$ cat src/rtl/ctrl_step_seq.sv
// Step sequencer: walks the control code x from 0 to LAST, holding each value
// for DIV cycles, in one-shot or continuous mode. Every output is registered.
module ctrl_step_seq #(
  parameter int DIV  = 2,
  parameter int LAST = 15
) (
  input  logic       clk,
  input  logic       rst,
  input  logic       start,
  input  logic       stop,
  input  logic       mode,
  output logic [3:0] x,
  output logic       busy,
  output logic       done,
  output logic       step
);

  localparam logic [7:0] DIV_M1 = 8'(DIV - 1);
  localparam logic [3:0] LAST_X = 4'(LAST);

  typedef enum logic {
    IDLE = 1'b0,
    RUN  = 1'b1
  } state_t;

  state_t     state_q, state_d;
  logic [7:0] presc_q, presc_d;
  logic       mode_q, mode_d;
  logic [3:0] x_d;
  logic       busy_d, done_d, step_d;
  logic       tick;

  // Handshake: start/stop are plain levels sampled on every rising edge; there
  // is no ready/valid pair. stop beats start in IDLE and beats a tick in RUN.
  assign tick = (presc_q == DIV_M1);

  always_ff @(posedge clk) begin
    if (rst) begin
      state_q <= IDLE;
      presc_q <= '0;
      mode_q  <= 1'b0;
      x       <= '0;
      busy    <= 1'b0;
      done    <= 1'b0;
      step    <= 1'b0;
    end else begin
      state_q <= state_d;
      presc_q <= presc_d;
      mode_q  <= mode_d;
      x       <= x_d;
      busy    <= busy_d;
      done    <= done_d;
      step    <= step_d;
    end
  end

  always_comb begin
    state_d = state_q;
    presc_d = presc_q;
    mode_d  = mode_q;
    x_d     = x;
    busy_d  = busy;
    done_d  = 1'b0;
    step_d  = 1'b0;
    case (state_q)
      IDLE: begin
        x_d    = '0;
        busy_d = 1'b0;
        if (start && !stop) begin
          state_d = RUN;
          mode_d  = mode;
          presc_d = '0;
          busy_d  = 1'b1;
        end
      end
      RUN: begin
        if (stop) begin
          state_d = IDLE;
          presc_d = '0;
          x_d     = '0;
          busy_d  = 1'b0;
        end else if (tick) begin
          presc_d = '0;
          if (x < LAST_X) begin
            x_d    = x + 4'd1;
            step_d = 1'b1;
          end else if (mode_q) begin
            // continuous: wrap to 0, the new x=0 counts as a fresh step
            x_d    = '0;
            done_d = 1'b1;
            step_d = 1'b1;
          end else begin
            state_d = IDLE;
            x_d     = '0;
            busy_d  = 1'b0;
            done_d  = 1'b1;
          end
        end else begin
          presc_d = presc_q + 8'd1;
        end
      end
      default: begin
        state_d = IDLE;
        presc_d = '0;
        x_d     = '0;
        busy_d  = 1'b0;
      end
    endcase
  end

endmodule

$ cat config.mk
export PLATFORM = sky130hd
export DESIGN_NAME = ctrl_step_seq
export DESIGN_NICKNAME = d
export VERILOG_FILES = /design/src/rtl/ctrl_step_seq.sv
export SDC_FILE = /design/constraint.sdc
export NUM_CORES = 1
export LEC_CHECK = 0
export CORE_UTILIZATION = 51
export CTS_CLUSTER_SIZE = 16
export DETAILED_ROUTE_END_ITERATION = 10
export GPL_TIMING_DRIVEN = 1
export MAX_ROUTING_LAYER = met4
export PLACE_DENSITY = 0.79
export RECOVER_POWER = 50
export SYNTH_ARGS = -nofsm -noshare
export SYNTH_HDL_FRONTEND = slang
export SYNTH_SLANG_ARGS = --single-unit
$ cat constraint.sdc
create_clock -name clk -period 2.1 [get_ports clk]
set_clock_uncertainty 0.05 [all_clocks]
set_input_delay 0.63 -clock clk [delete_from_list [all_inputs] [get_ports clk]]
set_output_delay 0.63 -clock clk [all_outputs]
set_load 0.02 [all_outputs]
==> impl_metrics.env <==
export IMPL_grt_usage=0.206
export IMPL_synth_area_per_cell_um2=9.54
export IMPL_power_density_nw_per_um2=582
export IMPL_p_clk_frac=0.307
export IMPL_gp_congestion=0.819
export IMPL_rows=14
export IMPL_drt_iter0_drc=13
export IMPL_core_area_um2=1510
export IMPL_remaining_drc_errors=1
export IMPL_routed_wirelength_mm=1.61
export IMPL_yosysSeqAreaShare=0.415
export IMPL_tightest_slew_ns=0.563
export IMPL_holdBufCountCts=0
export IMPL_dp_cells=113
export IMPL_final_nets=110
export IMPL_path_cells="clkdlybuf4s50_1"
export IMPL_end_kind="output pin"
export IMPL_cts_clk_slew_worst_paths_ns=0.10
export IMPL_switching_share=0.244
export IMPL_slew_violations=0
export IMPL_final_common_cell="dfxtp_1"
export IMPL_hpwl_mm=1.20
export IMPL_p_comb_frac=0.101
export IMPL_io_buffers=11
export IMPL_wire_per_inst_um=13.7
export IMPL_stdcell_count=117
export IMPL_grt_max_degree=10
export IMPL_fin_util=0.649
export IMPL_htree_levels=1
export IMPL_failed_checks="design-rule violations"
export IMPL_first_global_vias=594
export IMPL_tns_ns=0
export IMPL_setup_violations=0
export IMPL_final_min_clock_period_ns=2.02
export IMPL_via_per_inst=5.67
export IMPL_pin_count=12
export IMPL_ir_drop_uv=486
export IMPL_ant_nets=0
export IMPL_cpMaxStageDelayCell="clkdlybuf4s50_1"
export IMPL_overflow=0
export IMPL_cts_resized_gates=0
export IMPL_p_sw_uw=138
export IMPL_cts_root_buffer="clkbuf_4"
export IMPL_status="complete, but fails checks"
export IMPL_drive_above_1_share=0.129
export IMPL_fp_dieW_um=42.1
export IMPL_diodes=0
export IMPL_yosys_area_top_type="dfxtp_1"
export IMPL_fp_dieH_um=42.1
export IMPL_finalCritPeriodShare=0.962
export IMPL_cpPeakStageDelay_ns=0.63
export IMPL_start_util=0.545
export IMPL_synth_area_um2=821
export IMPL_hold_slack_ns=0.455
export IMPL_final_cell_mix="17 x dfxtp_1, 12 x nor2_1, 10 x clkdlybuf4s50_1"
export IMPL_p_seq_frac=0.592
export IMPL_synth_ff_latch_count=17
export IMPL_hold_viol_final=0
export IMPL_synth_distinct_cells=33
export IMPL_slew_headroom=0.623
export IMPL_ys_warn_count=0
export IMPL_fmax_mhz=495
export IMPL_internal_power_uw=430
export IMPL_firstDrtPassIters=7
export IMPL_min_path_type="flip-flop to flip-flop"
export IMPL_cp_num_buf_inv=1
export IMPL_post_cts_buffers=0
export IMPL_crit_type="flip-flop to output pin"
export IMPL_cp_data_arrival_time_ns=1.34
export IMPL_antenna_found_initial=0
export IMPL_clk_latency_ns=0.30
export IMPL_synth_top_cell_area_share=0.415
export IMPL_grt_pass1_wl_mm=2.67
export IMPL_syn_inst=86
export IMPL_cp_required_ns=1.42
export IMPL_syn_nets=94
export IMPL_area_growth_pct=19.1
export IMPL_path_max_fanout=5
export IMPL_p_leak_nw=0.354
export IMPL_synthTopCellsByArea="dfxtp_1 41%, xor2_1 6.4%, nor2_1 5.5%, ha_1 4.6%, a21oi_1 4.3%"
export IMPL_clock_path_buffers=2
export IMPL_clkSinkCount=17
export IMPL_dieArea_um2=1770
export IMPL_maxCapViolCount=0
export IMPL_via_count=663
export IMPL_crit_path_start_kind="flip-flop"
export IMPL_cp_top_family="buffers and inverters"
export IMPL_cts_buffers=3
export IMPL_cts_tree="done"
export IMPL_rsz0062_at_grt="false"
==> flip-flops by register name, indices dropped and copies added, names as in the netlist <==
| register | cells |
|---|---|
| busy | 1 |
| mode_q | 1 |
| x | 4 |
| step | 1 |
| done | 1 |
| presc_q | 8 |
| state_q | 1 |
==> power by group through the flow <==
stage | combinational, mW | sequential, mW | clock [mW]
after floorplan | 0.0396 | 0.342 | 0
after global placement | 0.0570 | 0.343 | 0
after detailed placement | 0.0581 | 0.344 | 0
after CTS | 0.0583 | 0.337 | 0.176
after global routing | 0.0637 | 0.338 | 0.188
final | 0.0574 | 0.337 | 0.174
==> kinds of logic after synthesis <==
group,count (synthesis),synth area share
simple gates,35,0.262
compound gates,20,0.172
flops,17,0.415
xor+xnor,7,0.0747
buf+inv,3,0.0183
fa+ha+maj,3,0.0457
mux,1,0.0122
==> path summary, 6_finish.rpt <==
kind	cells past startpoint	from	slack [ns]	end
setup / recovery	1	x[2]	0.08	x[2]
hold / removal	2	busy	0.46	busy
setup reg to reg	5	presc_q[0]	0.36	state_q
hold reg to reg	2	busy	0.46	busy
==> layout make-up <==
class / instances / area (µm²)
Inverter: 1 / 3.75
Clock buffer: 4 / 26.3
Timing Repair Buffer: 13 / 121
Sequential cell: 17 / 340
Fill cell: 128 / 529
Multi-Input combinational cell: 66 / 465
Tap cell: 16 / 20.0
==> cells in the mapped netlist, drive strengths merged <==
cell,number
nor2,12
and2,1
nand4b,2
dfxtp,17
nand2,3
o311ai,1
a211oi,1
and2b,1
buf,1
nor2b,1
xnor2,1
ha,3
nand3,3
inv,1
o211ai,2
o2111ai,2
or2,1
mux2i,1
a21oi,7
and4,1
nand2b,3
clkbuf,1
and3,3
o21ai,4
a21boi,1
xor2,6
o21bai,1
nor4b,1
nor3,3
o31ai,1
==> stage by stage <==
stage	power [mW]	cell area, µm²	worst slack, ns
2_1_floorplan	0.381	821	0.552
3_3_place_gp	0.400	955	0.0725
3_5_place_dp	0.402	955	0.0349
4_1_cts	0.571	981	0.0820
5_1_grt	0.590	977	0.0380
6_report	0.569	977	0.0792
==> worst min-delay path, delay by kind of cell, from the launching register on <==
family | cells | cell delay (ns)
flops | 1 | 0.33
compound gates | 2 | 0.13
==> per-layer routing <==
metal	part of all wire	up-vias	GRT usage	wire, µm
met5	0	-	-	0
met4	0.0037	0	0.0563	6
met3	0.031	2	0.0647	50
met2	0.47	13	0.338	759
met1	0.49	311	0.245	791
li1	-	337	-	-
No activity file was read; power rests on OpenSTA's default activity.
